### src/rtl/seq_detect_pkg.sv
// seq_detect_pkg: shared state encoding, default sizes and length-width helper for seq_detect_ctrl
package seq_detect_pkg;
    typedef enum logic [1:0] {IDLE, FILL, RUN} state_e;
    localparam int DEF_MAX_LEN = 8;
    localparam int DEF_CNT_W = 8;
    localparam int DEF_WIN_W = 16;
    function automatic int len_w(input int max_len);
        return $clog2(max_len + 1);
    endfunction
endpackage

### src/rtl/seq_shift_matcher.sv
// seq_shift_matcher: serial history shift register with a length-masked pattern comparator
//   clk, rst   clock and synchronous active-high reset
//   clr        clear the history
//   en         shift din into bit 0
//   din        serial bit
//   pattern    target pattern, bit len-1 is the oldest bit
//   len        active pattern length
//   hit        combinational: the history after this shift matches the pattern
module seq_shift_matcher #(
    parameter int MAX_LEN = 8,
    parameter int LW = 4
) (
    input  logic               clk,
    input  logic               rst,
    input  logic               clr,
    input  logic               en,
    input  logic               din,
    input  logic [MAX_LEN-1:0] pattern,
    input  logic [LW-1:0]      len,
    output logic               hit
);
    // The oldest stored bit falls off on every shift, so only MAX_LEN-1 bits need storage
    logic [MAX_LEN-2:0] hist_q, hist_d;
    logic [MAX_LEN-1:0] shifted, mask;
    assign shifted = {hist_q, din};
    for (genvar g = 0; g < MAX_LEN; g++) begin : g_mask
        assign mask[g] = len > LW'(g);
    end
    assign hit = ((shifted ^ pattern) & mask) == '0;
    always_comb begin
        hist_d = clr ? '0 : en ? shifted[MAX_LEN-2:0] : hist_q;
    end
    always_ff @(posedge clk) begin
        if (rst) hist_q <= '0;
        else hist_q <= hist_d;
    end
endmodule

### src/rtl/seq_detect_ctrl.sv
// seq_detect_ctrl: configurable serial bit-pattern detector controller with match threshold and window
//   CLK, RST             clock, synchronous active-high reset
//   CFG_WE, CFG_*        shadow config write (IDLE only): pattern, length, threshold, window
//   START, ABORT         begin / terminate a detection run
//   IN, IN_VALID         serial data and its qualifier
//   MATCH, DONE, TIMEOUT one-cycle pulses; MATCH_CNT saturating match count; BUSY in FILL/RUN
//   Define SEQ_DETECT_CTRL_TIMEOUT_EN to build the observation-window counter and TIMEOUT.
module seq_detect_ctrl
    import seq_detect_pkg::*;
#(
    parameter int MAX_LEN = DEF_MAX_LEN,
    parameter int CNT_W = DEF_CNT_W,
    parameter int WIN_W = DEF_WIN_W
) (
    input  logic                        CLK,
    input  logic                        RST,
    input  logic                        CFG_WE,
    input  logic [MAX_LEN-1:0]          CFG_PATTERN,
    input  logic [len_w(MAX_LEN)-1:0]   CFG_LEN,
    input  logic [CNT_W-1:0]            CFG_THRESH,
    input  logic [WIN_W-1:0]            CFG_WINDOW,
    input  logic                        START,
    input  logic                        ABORT,
    input  logic                        IN,
    input  logic                        IN_VALID,
    output logic                        MATCH,
    output logic [CNT_W-1:0]            MATCH_CNT,
    output logic                        BUSY,
    output logic                        DONE,
    output logic                        TIMEOUT
);
    localparam int LW = len_w(MAX_LEN);
    state_e state_q, state_d;
    logic [MAX_LEN-1:0] pat_q, pat_d;
    logic [LW-1:0] len_q, len_d, fill_q, fill_d;
    logic [CNT_W-1:0] thresh_q, thresh_d, cnt_q, cnt_d;
    logic match_q, match_d, done_q, done_d, timeout_q, timeout_d, busy_q, busy_d;
    logic len_ok, go, last_fill, compare, hit, expire;
    assign len_ok = len_q != '0 && len_q <= LW'(MAX_LEN);
    assign go = state_q == IDLE && START && !ABORT && len_ok;
    assign last_fill = fill_q == len_q - LW'(1);
    // The LEN-th valid bit in FILL is compared in the same cycle it completes the history
    assign compare = IN_VALID && (state_q == RUN || (state_q == FILL && last_fill));
    seq_shift_matcher #(.MAX_LEN(MAX_LEN), .LW(LW)) u_matcher (
        .clk(CLK),
        .rst(RST),
        .clr(go),
        .en(IN_VALID && state_q != IDLE && !ABORT),
        .din(IN),
        .pattern(pat_q),
        .len(len_q),
        .hit(hit)
    );
`ifdef SEQ_DETECT_CTRL_TIMEOUT_EN
    logic [WIN_W-1:0] window_q, window_d, win_q, win_d;
    assign expire = state_q != IDLE && win_q == WIN_W'(1);
    always_comb begin
        window_d = (state_q == IDLE && CFG_WE) ? CFG_WINDOW : window_q;
        win_d = (state_q == IDLE) ? (go ? window_q : win_q) : (win_q != '0 ? win_q - WIN_W'(1) : win_q);
    end
    always_ff @(posedge CLK) begin
        if (RST) begin
            window_q <= '0;
            win_q <= '0;
        end else begin
            window_q <= window_d;
            win_q <= win_d;
        end
    end
`else
    logic unused_window;
    assign unused_window = ^CFG_WINDOW;
    assign expire = 1'b0;
`endif
    always_comb begin
        state_d = state_q;
        pat_d = pat_q;
        len_d = len_q;
        thresh_d = thresh_q;
        fill_d = fill_q;
        cnt_d = cnt_q;
        match_d = 1'b0;
        done_d = 1'b0;
        timeout_d = 1'b0;
        if (state_q == IDLE) begin
            if (CFG_WE) begin
                pat_d = CFG_PATTERN;
                len_d = CFG_LEN;
                thresh_d = CFG_THRESH;
            end
            if (go) begin
                state_d = FILL;
                fill_d = '0;
                cnt_d = '0;
            end
        end else if (ABORT) begin
            state_d = IDLE;
        end else begin
            if (IN_VALID && state_q == FILL) begin
                fill_d = fill_q + LW'(1);
                state_d = last_fill ? RUN : FILL;
            end
            if (compare && hit) begin
                match_d = 1'b1;
                cnt_d = &cnt_q ? cnt_q : cnt_q + CNT_W'(1);
                if (thresh_q != '0 && cnt_d == thresh_q) begin
                    done_d = 1'b1;
                    state_d = IDLE;
                end
            end
            if (expire && !done_d) begin
                timeout_d = 1'b1;
                state_d = IDLE;
            end
        end
        busy_d = state_d != IDLE;
    end
    always_ff @(posedge CLK) begin
        if (RST) begin
            state_q <= IDLE;
            pat_q <= '0;
            len_q <= '0;
            thresh_q <= '0;
            fill_q <= '0;
            cnt_q <= '0;
            match_q <= 1'b0;
            done_q <= 1'b0;
            timeout_q <= 1'b0;
            busy_q <= 1'b0;
        end else begin
            state_q <= state_d;
            pat_q <= pat_d;
            len_q <= len_d;
            thresh_q <= thresh_d;
            fill_q <= fill_d;
            cnt_q <= cnt_d;
            match_q <= match_d;
            done_q <= done_d;
            timeout_q <= timeout_d;
            busy_q <= busy_d;
        end
    end
    assign MATCH = match_q;
    assign MATCH_CNT = cnt_q;
    assign BUSY = busy_q;
    assign DONE = done_q;
    assign TIMEOUT = timeout_q;
endmodule

### config.mk
export PLATFORM = sky130hd
export DESIGN_NAME = seq_detect_ctrl
export DESIGN_NICKNAME = d
export VERILOG_FILES = /design/src/rtl/seq_detect_pkg.sv /design/src/rtl/seq_shift_matcher.sv /design/src/rtl/seq_detect_ctrl.sv
export SDC_FILE = /design/constraint.sdc
export NUM_CORES = 1
export LEC_CHECK = 0
export CORE_MARGIN = 5
export CORE_UTILIZATION = 40
export DETAILED_ROUTE_END_ITERATION = 7
export PLACE_DENSITY = 0.7
export SYNTH_ARGS = -nofsm -noshare
export SYNTH_HDL_FRONTEND = slang
export SYNTH_HIERARCHICAL = 1
export SYNTH_SLANG_ARGS = --single-unit
### constraint.sdc
create_clock -name CLK -period 3.6 [get_ports CLK]
set_input_delay 0.36 -clock CLK [delete_from_list [all_inputs] [get_ports CLK]]
set_output_delay 0.36 -clock CLK [all_outputs]
set_load 0.01 [all_outputs]
Word-level counts from Yosys, hierarchy flattened
Index checks and enable logic that the tools add are counted.
{"block": "op_classes", "addsub": 3, "n_lt_le_gt_ge": 9, "eq_ne": 6, "muxes": 18, "bitwise_logic": 3, "reduce_logical": 28}
{"op": "2-to-1 mux 8 bit", "n": 5}
{"op": "> comparator 4 x 3 -> 1 bit, second input constant", "n": 4}
{"op": "2-to-1 mux 4 bit", "n": 4}
{"op": "2-to-1 mux 2 bit", "n": 7}
{"op": "logical AND 1 bit", "n": 11}
{"op": "adder 8 x 1 -> 8 bit, second input constant", "n": 1}
{"op": "AND 8 bit", "n": 1}
{"op": "== test 8 bit", "n": 1}
{"op": "> comparator 4 x 1 -> 1 bit, second input constant", "n": 2}
{"op": "> comparator 4 x 2 -> 1 bit, second input constant", "n": 2}
{"op": "zero test 8 bit", "n": 1}
{"op": "AND reduction 8 bit", "n": 1}
{"op": "nonzero test 2 bit", "n": 4}
{"op": "nonzero test 8 bit", "n": 1}
{"op": "bitwise XOR 8 bit", "n": 1}
{"op": "AND reduction 3 bit", "n": 2}
{"op": "adder 4 x 1 -> 4 bit, second input constant", "n": 1}
{"op": "== test 4 bit", "n": 1}
{"op": "<= comparator 4 bit, second input constant", "n": 1}
{"op": "inequality test 2 x 1 -> 1 bit, second input constant", "n": 2}
{"op": "nonzero test 4 bit", "n": 1}
{"op": "OR reduction 4 bit", "n": 1}
{"op": "subtractor 4 x 1 -> 4 bit, second input constant", "n": 1}
{"op": "OR reduction 3 bit", "n": 1}
{"op": "other kinds (9)", "n": 10}
{"block": "word_totals", "regBits": 44, "input_bits": 43, "out_inout_bits": 12, "word_cells": 77}

Depth between registers and ports, before layout
{"block": "logic_depth", "ltp_word": 10, "depth_mapped": 10, "mapped_depth_nobuf": 10}

Modules after synthesis
The synthesis kept the hierarchy.
{"module": "seq_detect_ctrl", "instances": 1, "cells_per_inst": 244, "area_per_inst_um2": 1921.8, "seq_area_each_um2": 740.7}
{"module": "seq_shift_matcher", "instances": 1, "cells_per_inst": 45, "area_per_inst_um2": 405.4, "seq_area_each_um2": 140.1}

Least setup slack after synthesis
No wires, ideal clock.
{"block": "synth_timing", "path_type": "flip-flop to flip-flop", "start": "reg len_q[0]", "end": "reg cnt_q[2] (netlist: MATCH_CNT[2])", "setup_ns": 0.070, "arrival_ns": 2.393, "required_time_ns": 3.530, "setup_slack_ns": 1.137, "stages_incl_launch_ff": 10, "n_path_buf": 1, "synth_period_minus_slack_ns": 2.463, "cell_sequence": "dfxtp_1 > inv_1 > ha_1 > xnor2_1 > or4_4 > o41ai_4 > nor4b_4 > buf_6 > nand2_1 > a21oi_1"}
{"block": "synth_via", "elab_chain_cells": 8, "elab_cells_between_ends": 23, "cone_classes": "add/sub (1); order compare (9); eq/ne (2); bitwise (1); reduce/logical (10)"}
{"item": "start, declared", "line_no": "seq_detect_ctrl.sv:35", "text": "logic [LW-1:0] len_q, len_d, fill_q, fill_d;"}
{"item": "start signal, assigned", "line_no": "seq_detect_ctrl.sv:133", "text": "len_q <= len_d;"}
{"item": "subtractor 4 x 1 -> 4 bit", "line_no": "seq_detect_ctrl.sv:41", "text": "assign last_fill = fill_q == len_q - LW'(1);"}
{"item": "== test 4 bit", "line_no": "seq_detect_ctrl.sv:41"}
{"item": "logical AND 1 bit", "line_no": "seq_detect_ctrl.sv:43", "text": "assign compare = IN_VALID && (state_q == RUN || (state_q == FILL && last_fill));"}
{"item": "logical OR 1 bit", "line_no": "seq_detect_ctrl.sv:43"}
{"item": "logical AND 1 bit", "line_no": "seq_detect_ctrl.sv:43"}
{"item": "logical AND 1 bit", "line_no": "seq_detect_ctrl.sv:103", "text": "if (compare && hit) begin"}
{"item": "nonzero test 2 bit (no source line)"}
{"item": "AND reduction 3 bit (no source line) (*)"}
{"item": "end signal, assigned", "line_no": "seq_detect_ctrl.sv:136", "text": "cnt_q <= cnt_d;"}
{"item": "end, declared", "line_no": "seq_detect_ctrl.sv:36", "text": "logic [CNT_W-1:0] thresh_q, thresh_d, cnt_q, cnt_d;"}
Every way passes the cells marked *; elsewhere a longest branch is shown, timed or not.
A chain may end at the register's enable or synchronous reset.

Final worst setup path
{"block": "layout_timing", "start": "reg len_q[0]", "end": "reg cnt_q[3] (netlist: MATCH_CNT[3])"}
Same word-level chain as after synthesis.

==> reports/results.ini <==
[outcome]
outcome=finished, final reports clean

[detailed_routing]
top_layer=met4
met3_length_microns=276
wl_met2_microns=2221
wl_met1_microns=2402
drc=0
dr.pass1.iters=4
drt_iter0_markers=89
drt-vias-per-instance=5.140
drt-total-wl_microns=4982
vias=2020
ant_nets=0
post_drt_wl_per_cell_microns=12.68

[clock_network]
ctsLongestPathBuffers=2
cts_tree=done
clockRootBuffer=clkbuf_8
clk_pin_slew_ps=90
clock_latency_ps=300
cts_sinks=44
numCtsBuffers=5
cts_htree_levels=2
post_cts_resized=0
post-cts-setup-buffers=0
cts_hold_buf=0

[pwr]
leakage_nw=1.029
p_total_w=0.001046
p_per_area_nw_per_um2=368.2
vdd_drop_max_mv=0.2766

[logic_synthesis]
synth_fa_ha_area_frac=0.01613
syn-num-nets=335
ys.flop_type=dfxtp_1
syn_area_per_cell_sq_um=8.053
ys_seq_elements=44
async_flop_share=0
yosysTopAreaCellShare=0.3785
synth-simple-area-share=0.2516
synthCells=289
synth_cell_types=52
synthTopCellsByArea=dfxtp_1 (38%), nand2_1 (9.2%), a21oi_1 (8.4%)
synth_top_area_cell=dfxtp_1
synth_xor_area_frac=0.08656
synth_edf_count=0
synth_warnings=6
synth_mux_area_frac=0.04785
synth_top_family_by_area=simple AND/OR/NAND/NOR gates
synth_area_sq_um=2327
ys_seq_area_frac=0.3785
synth_compound_area_frac=0.1699

[cells_and_area]
drive_gt1_frac=0.06854
fin_area_sq_um=2840
syn_to_final_growth_pct=22.04
diodes=0
nets=366
utilization=0.5095

[die]
die-width_microns=86.28
initial_core_util=0.4175
io_pins=55
core-area_sq_um=5574
rows=27
die_h_microns=86.28
die_area_sq_um=7443

[setup_path]
cp_num_buf_inv=1
cp.required_ps=3840
path_cells=inv_1 > ha_1 > xnor2_1 > or4_4 > o41ai_4 > nor4b_4 > o21ai_0 > a21oi_1
crit_arrival_ps=3230
cpMaxStageDelayCell=nor4b_4
crit_cells=8
crit_family=simple AND/OR/NAND/NOR gates
cpPeakStageDelay_ps=680
worst_setup_path_start_kind=flip-flop
path_max_fanout=14
criticalPathCategory=reg2reg
end_kind=flip-flop
reg2reg_depth=8

[timing]
worst_pin_slew_ps=733.1
finalSetupViolCount=0
fin_tns_setup_ps=0
rsz0062_at_grt=false
fin_crit_ps=2991
finalMaxSlewViolations=0
fmax_mhz=334.3
slew_headroom=0.5092
finalCritPeriodShare=0.8309
skew_ps=8.923
hold_violations=0

[placed_design]
post-dp-hpwl_microns=3690
place_area_sq_um=2725
portBuffers=37
place_congestion=0.8425

[min_path]
hold_class=reg2reg
whs_path_depth=2

[grt]
grt_pass1_wl_microns=8597
grt_usage=0.1419
grt_pass1_vias=1909
antenna_found_initial=0
overflow=0
grt_max_degree=32

[run]
maxCapViolCount=0

## sequential cells by signal, indices dropped and copies added, names as in the netlist
register,count
thresh_q,8
len_q,4
pat_q,8
MATCH_CNT,8
DONE,1
state_q,2
BUSY,1
MATCH,1
fill_q,4
u_matcher/hist_q,7
## cells by family (layout without fill, tap and decap cells)
family / after synthesis / in the layout
DFF: 44 / 44
AOI/OAI and AO/OA: 65 / 65
other: 1 / 1
buffers and inverters: 24 / 56
adders and majority gates: 3 / 3
xor gates and xnor gates: 23 / 23
and+or+nand+nor: 118 / 118
muxes: 11 / 11
## path summary, 6_finish.rpt
path	startpoint	end	slack, ps
worst max-delay path	len_q[0]	MATCH_CNT[3]	610
worst min register to register	pat_q[0]	pat_q[0]	480
worst min-delay path	pat_q[0]	pat_q[0]	480
worst max register to register	len_q[0]	MATCH_CNT[3]	610
## tightest hold or removal path: cells and delay by family, from the launching register on
kind / cells / cell delay (ps)
and+or+nand+nor: 1 / 50
DFF: 1 / 330
AOI/OAI and AO/OA: 1 / 50
## synth_stat cells (8+ instances only)
| master | count |
|---|---|
| clkbuf_1 | 9 |
| nand3_1 | 10 |
| xor2_1 | 12 |
| dfxtp_1 | 44 |
| nor2_1 | 16 |
| nor3_1 | 10 |
| a21oi_1 | 39 |
| xnor2_1 | 11 |
| mux2i_1 | 10 |
| o21ai_0 | 8 |
| inv_1 | 8 |
| nand2_1 | 57 |
## power breakdown
group          switching (W)  total [W]  internal, W  leakage [nW]
combinational      0.0000690   0.000136    0.0000673         0.616
sequential         0.0000174   0.000519     0.000502         0.358
clock               0.000181   0.000390     0.000209        0.0548
total               0.000267    0.00105     0.000778          1.03
## per-stage QoR
| stage | setup WS (ps) | instances | hold slack (ps) |
|---|---|---|---|
| final | 608.9 | 393 | 475.3 |
| after global routing | 324.0 | 393 | 496.6 |
| after CTS | 624.5 | 393 | 481.8 |
| after detailed placement | 518.6 | 385 | 468.7 |
| after global placement | 548.4 | 385 | 458.1 |
| after floorplan | 1137 | 289 | 431.4 |
## cells in the final DEF, fill, tap and decap left out, drive strengths merged, types with 2 or more instances in the layout
| master | instances |
|---|---|
| a21o | 2 |
| a21oi | 39 |
| a31oi | 3 |
| and3 | 3 |
| buf | 2 |
| clkbuf | 5 |
| clkdlybuf4s50 | 37 |
| dfxtp | 44 |
| ha | 3 |
| inv | 10 |
| mux2i | 10 |
| nand2 | 57 |
| nand3 | 11 |
| nand4 | 3 |
| nor2 | 16 |
| nor3 | 10 |
| nor3b | 2 |
| nor4 | 3 |
| nor4b | 2 |
| o211ai | 2 |
| o21ai | 9 |
| o31ai | 2 |
| or2 | 4 |
| xnor2 | 11 |
| xor2 | 12 |
## area by class of cell
type | instances | area, sq um
Sequential cell | 44 | 880.8
Clock inverter | 3 | 46.29
Clock buffer | 5 | 68.82
Tap cell | 72 | 90.09
Inverter | 9 | 33.78
Timing Repair Buffer | 39 | 385.4
Fill cell | 529 | 2734
Multi-Input combinational cell | 221 | 1335
## routing by layer
metal,vias up,track usage
li1,1057,-
met1,916,0.1808
met2,41,0.2313
met3,6,0.03612
met4,0,0.05241
met5,-,0
No activity file was read; power rests on OpenSTA's default activity.
